<file path="config.mk">
export PLATFORM = sky130hd
export DESIGN_NAME = traffic_conflict_monitor
export DESIGN_NICKNAME = d
export VERILOG_FILES = /design/src/rtl/traffic_conflict_monitor.sv
export SDC_FILE = /design/constraint.sdc
export NUM_CORES = 1
export LEC_CHECK = 0
export CORE_MARGIN = 5
export CORE_UTILIZATION = 45
export CTS_BUF_LIST = sky130_fd_sc_hd__clkbuf_8
export CTS_CLUSTER_DIAMETER = 100
export DETAILED_ROUTE_END_ITERATION = 8
export PLACE_DENSITY_LB_ADDON = 0.3
export SKIP_CTS_REPAIR_TIMING = 1
export SLEW_MARGIN = 25
export SYNTH_ARGS = -nofsm -noshare
export SYNTH_HDL_FRONTEND = slang
export SYNTH_SLANG_ARGS = --single-unit
</file>
<file path="constraint.sdc">
create_clock -name clk -period 4.2 [get_ports clk]
set_input_delay 0.63 -clock clk [delete_from_list [all_inputs] [get_ports clk]]
set_output_delay 0.63 -clock clk [all_outputs]
set_load 0.01 [all_outputs]
</file>
<file path="src/rtl/traffic_conflict_monitor.sv">
// Safety stage between the phase sequencer and the lamp drivers: forwards lamp
// commands with one cycle of latency, latches faults and forces flashing red.
module traffic_conflict_monitor #(
    parameter int unsigned FILTER       = 2,
    parameter int unsigned FLASH_HALF   = 4,
    parameter int unsigned ALL_RED_HOLD = 6
) (
    input  logic       clk,
    input  logic       reset,
    input  logic [2:0] north_in,
    input  logic [2:0] east_in,
    input  logic [2:0] south_in,
    input  logic [2:0] west_in,
    input  logic       clear_fault,
    output logic [2:0] north_lamp,
    output logic [2:0] east_lamp,
    output logic [2:0] south_lamp,
    output logic [2:0] west_lamp,
    output logic       fault,
    output logic [1:0] fault_code
);

    localparam int unsigned FILT_W  = $clog2(FILTER) + 1;
    localparam int unsigned FLASH_W = $clog2(FLASH_HALF) + 1;
    localparam int unsigned HOLD_W  = $clog2(ALL_RED_HOLD) + 1;

    localparam logic [2:0] RED    = 3'b100;
    localparam logic [2:0] YELLOW = 3'b010;
    localparam logic [2:0] GREEN  = 3'b001;

    localparam logic [3:0][2:0] ALL_RED  = {4{RED}};
    localparam logic [3:0][2:0] ALL_DARK = {4{3'b000}};

    localparam logic [1:0] CODE_NONE     = 2'd0;
    localparam logic [1:0] CODE_ENCODING = 2'd1;
    localparam logic [1:0] CODE_CONFLICT = 2'd2;
    localparam logic [1:0] CODE_SKIP     = 2'd3;

    typedef enum logic [1:0] {
        MONITOR = 2'd0,
        FAULT   = 2'd1,
        RECOVER = 2'd2
    } state_t;

    state_t               state;
    logic [3:0][2:0]      cur;
    logic [3:0][2:0]      prev;
    logic [3:0][2:0]      lamps;
    logic [FILT_W-1:0]    filt_cnt;
    logic [FLASH_W-1:0]   flash_cnt;
    logic [HOLD_W-1:0]    hold_cnt;
    logic                 phase_on;

    logic                 enc_bad;
    logic                 conflict;
    logic                 skip;
    logic                 filtered_viol;
    logic [2:0]           nonred_cnt;
    logic [FILT_W-1:0]    filt_inc;
    logic [HOLD_W-1:0]    hold_inc;

    assign cur = {west_in, south_in, east_in, north_in};

    assign north_lamp = lamps[0];
    assign east_lamp  = lamps[1];
    assign south_lamp = lamps[2];
    assign west_lamp  = lamps[3];

    // Per-cycle legality checks on the incoming commands.
    always_comb begin
        enc_bad    = 1'b0;
        skip       = 1'b0;
        nonred_cnt = 3'd0;
        for (int i = 0; i < 4; i++) begin
            if (!(cur[i] == RED || cur[i] == YELLOW || cur[i] == GREEN)) begin
                enc_bad = 1'b1;
            end
            if (cur[i] != RED) begin
                nonred_cnt = nonred_cnt + 3'd1;
            end
            if (prev[i] == GREEN && cur[i] == RED) begin
                skip = 1'b1;
            end
        end
        conflict      = nonred_cnt > 3'd1;
        filtered_viol = enc_bad | conflict;
    end

    assign filt_inc = filt_cnt + FILT_W'(1);
    assign hold_inc = hold_cnt + HOLD_W'(1);

    always_ff @(posedge clk) begin
        if (reset) begin
            state      <= MONITOR;
            lamps      <= ALL_RED;
            prev       <= ALL_RED;
            fault      <= 1'b0;
            fault_code <= CODE_NONE;
            filt_cnt   <= '0;
            flash_cnt  <= '0;
            hold_cnt   <= '0;
            phase_on   <= 1'b1;
        end else begin
            prev <= cur;
            case (state)
                MONITOR: begin
                    filt_cnt <= filtered_viol ? filt_inc : '0;
                    if (filtered_viol && filt_inc == FILT_W'(FILTER)) begin
                        state      <= FAULT;
                        fault      <= 1'b1;
                        fault_code <= enc_bad ? CODE_ENCODING : CODE_CONFLICT;
                        filt_cnt   <= '0;
                        flash_cnt  <= '0;
                        phase_on   <= 1'b1;
                        lamps      <= ALL_RED;
                    end else if (skip) begin
                        state      <= FAULT;
                        fault      <= 1'b1;
                        fault_code <= CODE_SKIP;
                        filt_cnt   <= '0;
                        flash_cnt  <= '0;
                        phase_on   <= 1'b1;
                        lamps      <= ALL_RED;
                    end else begin
                        lamps <= filtered_viol ? ALL_RED : cur;
                    end
                end
                FAULT: begin
                    if (clear_fault) begin
                        state    <= RECOVER;
                        hold_cnt <= '0;
                        lamps    <= ALL_RED;
                    end else if (flash_cnt == FLASH_W'(FLASH_HALF - 1)) begin
                        // Half-period complete: flip phase and show the new one.
                        flash_cnt <= '0;
                        phase_on  <= ~phase_on;
                        lamps     <= phase_on ? ALL_DARK : ALL_RED;
                    end else begin
                        flash_cnt <= flash_cnt + FLASH_W'(1);
                        lamps     <= phase_on ? ALL_RED : ALL_DARK;
                    end
                end
                RECOVER: begin
                    lamps <= ALL_RED;
                    if (filtered_viol || skip) begin
                        state     <= FAULT;
                        flash_cnt <= '0;
                        phase_on  <= 1'b1;
                    end else if (hold_inc == HOLD_W'(ALL_RED_HOLD)) begin
                        state      <= MONITOR;
                        fault      <= 1'b0;
                        fault_code <= CODE_NONE;
                        filt_cnt   <= '0;
                        hold_cnt   <= '0;
                    end else begin
                        hold_cnt <= hold_inc;
                    end
                end
                default: begin
                    state <= MONITOR;
                    lamps <= ALL_RED;
                end
            endcase
        end
    end

endmodule

</file>
==> impl_results.md, run 1 <==
- Vias in the first global route: 1,457
- Worst hold start: fault
- CORE AREA: 4000 µm²
- Clk pwr share: 30.2%
- Largest net degree at the start of global routing: 26
- Synth Area per Inst: 9.303 µm²
- Clock sinks: 39
- Met2 routed WL: 1799 µm
- Top Layer Used: met4
- Max incr delay on CP: 550 ps
- Final Skew: 7.204 ps
- Initial Util: 46.51%
- Fin crit period: 3831 ps
- Via count: 1,542
- Aggregate global-route resource usage: 16.22%
- Global-route wire length before repair: 6906 µm
- Post-synth EDFFs: 0
- Final wirelength: 3971 µm
- Fmax: 261.0 MHz
- P_int: 739.4 µW
- Pleak: 0.0008745 µW
- DRT antenna net count: 0
- Max-Cap Viols: 0
- Die X: 74.30 µm
- Share of layout cells above drive strength 1: 11.91%
- Final Hold Fails: 0
- Crit path required time: 4380 ps
- Worst EP arrival: 4020 ps
- Reg clk slew, reported paths: 80 ps
- Distinct cells, synth: 51
- Area of the die: 5520 µm²
- Met3 wire length: 179 µm
- Flip-flop and latch area: 780.7 µm²
- Gr ovfl total: 0
- Rel. slew slack: 35.98%
- Skew-Pair Late Insertion Delay: 300 ps
- P&R area growth vs syn: 25.42%
- Worst setup startpoint: east_in[2]
- Sequential element share of the synthesized area: 41.96%
- Initial antenna violation count: 0
- Place WS: 31.07 ps
- Post-Syn Area: 1861 µm²
- Post-route design area: 2333 µm²
- First DRT Iteration DRCs: 85
- WS Path Type: in -> reg
- Sw frac: 29.85%
- Port buffer count: 29
- PD cells: 451.7 nW/µm²
- Root buf cell: clkbuf_8
- HPWL after detailed placement: 2969 µm
- Main synth FF type: dfxtp_1
- Post-Syn Nets: 221
- Area of the multi-input gates: 1035 µm²
- Pre-antenna DRT Iters: 4
- Gate Count Post-Synth: 200
- Critical R2R Launch: hold_cnt[1]
- Outcome: completed
- Metal1 wirelength: 1949 µm
- FILL cells: 357
- H-tree Lvls: 2
- Crit share post-route: 91.22%
- Crit path launch type: input pin
- Deepest clock path buffer count: 2
- Sw power: 314.6 µW
- Synth Register Bits: 39
- CP Max Fanout: 6
- Std cell rows: 23
- Die Ht: 74.30 µm
- Ant diodes: 0
- RSZ-0062 raised after global routing: no
- I/O pin total: 30
- TritonCTS clock tree: built
- Sequential Power Share: 42.2%
- Worst vdd ir: 0.2052 mV
- Synth Warn #: 0
- Final setup fails: 0
- Ys async rst share: 0%
- DRC: 0
- Slowest-stage cell, CP: clkdlybuf4s50_1
- GP Congestion: 0.8217
- Final Max Slew Viols: 0
- Clock buffer count from CTS: 5
- Routed length per instance: 13.93 µm
- Layout net count: 255
- Slew at the pin with the worst max-slew slack: 957.3 ps
- Worst Hold Class: reg -> reg
- Final core occ: 58.34%
- Setup TNS: 0 ps
- Crit-path cells: clkdlybuf4s50_1 > nor3b_1 > inv_1 > ha_1 > nor4b_1 > a31o_1 > inv_1 > ha_1 > nor3b_1 > o221ai_2 > nor4_2 > a21oi_1 > mux2_1
- Cell Area, Placed: 2217 µm²
- Final WS setup: 368.6 ps
- Crit. End Element: register
- Combinational share of power: 27.6%
- Vias per cell: 5.411
routing by layer:
layer | vias to the layer above | track usage [%]
li1 | 797 | -
met1 | 712 | 21.72
met2 | 29 | 25.39
met3 | 4 | 4.865
met4 | 0 | 4.743
met5 | - | 0
worst max-delay path: cells and delay by family:
kind / cells / cell delay [ps]
AND/OR/NAND/NOR: 4 / 1280
buffers and inverters: 3 / 700
adder cells (fa/ha/maj): 2 / 550
AO/OA/AOI/OAI: 3 / 530
multiplexers: 1 / 320
final timing paths:
kind              cells after the start          end  slack [ps]
setup reg to reg                      7  hold_cnt[2]        1980
hold reg to reg                       1        fault         470
setup / recovery                     13  hold_cnt[1]         370
hold / removal                        1        fault         470
cell usage after synthesis (2+ instances only):
library cell	n	area [µm²]
a21oi_1	2	10.01
a22oi_1	2	15.01
a41oi_1	3	26.28
and2_1	9	56.30
clkbuf_1	4	15.01
dfxtp_1	39	780.8
ha_1	6	75.07
inv_1	7	26.28
mux2i_1	3	30.03
nand2_1	8	30.03
nand3_1	15	75.07
nand4_1	5	31.28
nor2_1	16	60.06
nor2b_1	14	87.58
nor3_1	3	15.01
nor3b_1	6	45.04
o21a_1	3	22.52
o21ai_0	11	55.05
o22ai_1	3	18.77
or2_2	5	31.28
or3_1	3	18.77
or3b_1	2	17.52
xnor2_1	3	26.28
placed cells by master (no fill, tap or decap), drive strengths merged, types with 2 or more instances in the layout:
master and instances:
a21oi 3, a22oi 2, a41oi 3, and2 9, buf 3, clkbuf 5
clkdlybuf4s50 29, dfxtp 39, ha 6, inv 8, mux2i 3, nand2 9
nand3 15, nand4 5, nor2 16, nor2b 14, nor3 4, nor3b 6
nor4 3, o21a 3, o21ai 11, o221ai 2, o22ai 3, or2 5
or3 4, or3b 2, xnor2 3
power groups by stage:
stage          Sequential [µW]  Clock [µW]  Combinational (µW)
2_1_floorplan              453           0                 189
3_3_place_gp               452           0                 286
3_5_place_dp               454           0                 290
4_1_cts                    445         325                 291
5_1_grt                    453         346                 319
6_report                   445         318                 291
registers in the layout, summed over array words and instances (netlist names):
register    flops
fault_code      2
prev           12
filt_cnt        2
north_lamp      3
flash_cnt       3
hold_cnt        4
phase_on        1
fault           1
south_lamp      3
east_lamp       3
west_lamp       3
state           2
cells by family after synthesis:
kind of cell | count (synthesis) | synth area share (%)
simple gates | 99 | 31.94
fa+ha+maj | 6 | 4.035
mux | 4 | 2.219
buf+inv | 12 | 2.421
compound gates | 36 | 15.54
xor+xnor | 4 | 1.883
flops | 39 | 41.96
through the flow:
| step | power (µW) | hold slack [ps] | instances |
|---|---|---|---|
| global route | 1118 | 483.0 | 285 |
| CTS | 1061 | 469.7 | 285 |
| floorplan | 642.0 | 441.8 | 200 |
| finish | 1054 | 466.2 | 285 |
| global placement | 738.6 | 444.8 | 277 |
| detailed placement | 744.3 | 452.0 | 277 |
cell type report:
class                           instances  share of cell area [%]
Clock buffer                            5                   2.949
Clock inverter                          3                   2.038
Inverter                                7                   1.126
Multi-Input combinational cell        149                   44.34
Sequential cell                        39                   33.46
Tap cell                               50                   2.681
Timing Repair Buffer                   32                   13.40
(Power assumes the default switching activity.)
==> inputs of run 2 (changes only) <==
--- a/config.mk
+++ b/config.mk
@@ -5,6 +5,7 @@
 export SDC_FILE = /design/constraint.sdc
 export NUM_CORES = 1
 export LEC_CHECK = 0
+export ABC_AREA = 0
 export CORE_MARGIN = 5
 export CORE_UTILIZATION = 45
 export CTS_BUF_LIST = sky130_fd_sc_hd__clkbuf_8
==> results of run 2 <==
Same layout as run 1: the final DEF is identical, and so are final timing and power.
==> inputs of run 3 (changes only) <==
--- a/config.mk
+++ b/config.mk
@@ -10,8 +10,10 @@
 export CORE_UTILIZATION = 45
 export CTS_BUF_LIST = sky130_fd_sc_hd__clkbuf_8
 export CTS_CLUSTER_DIAMETER = 100
+export CTS_CLUSTER_SIZE = 10
 export DETAILED_ROUTE_END_ITERATION = 8
 export PLACE_DENSITY_LB_ADDON = 0.3
+export RECOVER_POWER = 50
 export SKIP_CTS_REPAIR_TIMING = 1
 export SLEW_MARGIN = 25
 export SYNTH_ARGS = -nofsm -noshare
==> impl_results.md, run 3 (same netlist as run 1, synthesis figures left out) <==
- Fin crit period: 3832 ps
- Most flops, register: prev
- R2r endpoint: hold_cnt[2]
- Largest register FFs: 12
- Pleak: 0.0009014 µW
- Initial Util: 46.51%
- Crit. End Element: register
- DRT antenna net count: 0
- Hold_ws: 462.1 ps
- Global-route wire length before repair: 6906 µm
- PD cells: 447.6 nW/µm²
- Port buffer count: 29
- Worst Hold Class: reg -> reg
- Max-Cap Viols: 0
- Deepest clock path buffer count: 2
- Worst hold start: fault
- Vias in the first global route: 1,457
- Clock sinks: 39
- Die Ht: 74.30 µm
- Pre-antenna DRT Iters: 4
- Vias per cell: 5.411
- Commonest non-fill, non-tap cell in the layout: dfxtp_1
- DRC: 0
- Skew-Pair Late Insertion Delay: 300 ps
- Critical R2R Launch: hold_cnt[1]
- HPWL after detailed placement: 2969 µm
- Crit-path cells: clkdlybuf4s50_1 > nor3b_1 > inv_1 > ha_1 > nor4b_1 > a31o_1 > inv_1 > ha_1 > nor3b_1 > o221ai_2 > nor4_2 > a21oi_1 > mux2_1
- Final setup fails: 0
- Setup TNS: 0 ps
- Clock buffer count from CTS: 5
- Crit path launch type: input pin
- Largest net degree at the start of global routing: 26
- Final Hold Fails: 0
- Worst vdd ir: 0.2047 mV
- Initial antenna violation count: 0
- R2R Setup Slk: 1980 ps
- CORE AREA: 4000 µm²
- Slowest-stage cell, CP: clkdlybuf4s50_1
- CP Max Fanout: 6
- Outcome: completed
- Final Max Slew Viols: 0
- Layout net count: 255
- Share of layout cells above drive strength 1: 11.91%
- GP Congestion: 0.8217
- WS Path Type: in -> reg
- P&R area growth vs syn: 25.42%
- Final wirelength: 3966 µm
- Final core occ: 58.34%
- Gr ovfl total: 0
- Root buf cell: clkbuf_8
- Crit path required time: 4380 ps
- Hold Path Cell Cnt: 1
- RSZ-0062 raised after global routing: no
- H-tree Lvls: 2
- Fmax: 261.0 MHz
- Critical path's top delay family: simple AND/OR/NAND/NOR gates
- Ant diodes: 0
- Buf/Inv on CP: 3
- Area of the die: 5520 µm²
- Worst reg-to-reg path cell count: 7
- Routed length per instance: 13.92 µm
- Slew at the pin with the worst max-slew slack: 966.1 ps
- Final Skew: 7.197 ps
- Regs by FF count: prev: 12 flops, hold_cnt: 4 flops
- Std cell rows: 23
- Via count: 1,542
- I/O pin total: 30
- Worst EP arrival: 4020 ps
- TritonCTS clock tree: built
- Commonest non-fill, non-tap cells in the layout: dfxtp_1 (39), nor2_1 (16), dlygate4sd3_1 (16), nand3_1 (15), nor2b_1 (14)
- Hold path endpoint: fault
- Rel. slew slack: 35.38%
- First DRT Iteration DRCs: 105
- Die X: 74.30 µm
- Reg clk slew, reported paths: 80 ps
- Aggregate global-route resource usage: 16.22%
- Max incr delay on CP: 550 ps
- Crit share post-route: 91.23%
-- run 3: cell count changes in the layout (fill, tap and decap cells not counted), sizes merged --
cell,before,now
dlygate4sd3,0,16
clkdlybuf4s50,29,13
-- run 3: report_power, final --
group | internal, µW | switching [µW]
logic | 135 | 147
registers | 415 | 28.2
clock network | 180 | 139
total | 731 | 314
-- run 3: layout make-up --
type | instances | area [µm²]
flip-flops and latches | 39 | 780.7
fillers | 357 | 1667
clock buffers | 5 | 68.82
multi-input cells | 149 | 1035
inverters | 7 | 26.28
clock inverters | 3 | 47.55
well taps | 50 | 62.56
repair buffers | 32 | 312.8
-- run 3: per-layer routing --
layer	part of all wire [%]	track usage (%)
met5	0	0
met4	1.1	4.743
met3	4.5	4.865
met1	49	21.72
met2	45	25.39
-- run 3: worst max-delay path by stage --
stage	startpoint	to	slack, ps	cells after the start
finish	east_in[2]	hold_cnt[1]	370	13
global route	east_in[2]	hold_cnt[1]	50	13
floorplan	east_in[1]	hold_cnt[1]	910	12
CTS	east_in[2]	hold_cnt[1]	340	13
detailed placement	east_in[2]	hold_cnt[1]	30	13
global placement	north_in[1]	hold_cnt[1]	270	13
-- run 3: stage by stage --
stage                     std cells  area, µm²  power (µW)  setup WS, ps
after floorplan                 200       1861       642.0         906.2
after global placement          277       2217       738.6         273.0
after detailed placement        277       2217       744.3         31.07
after CTS                       285       2333        1061         343.5
after global routing            285       2333        1108         54.52
final                           285       2333        1045         368.4
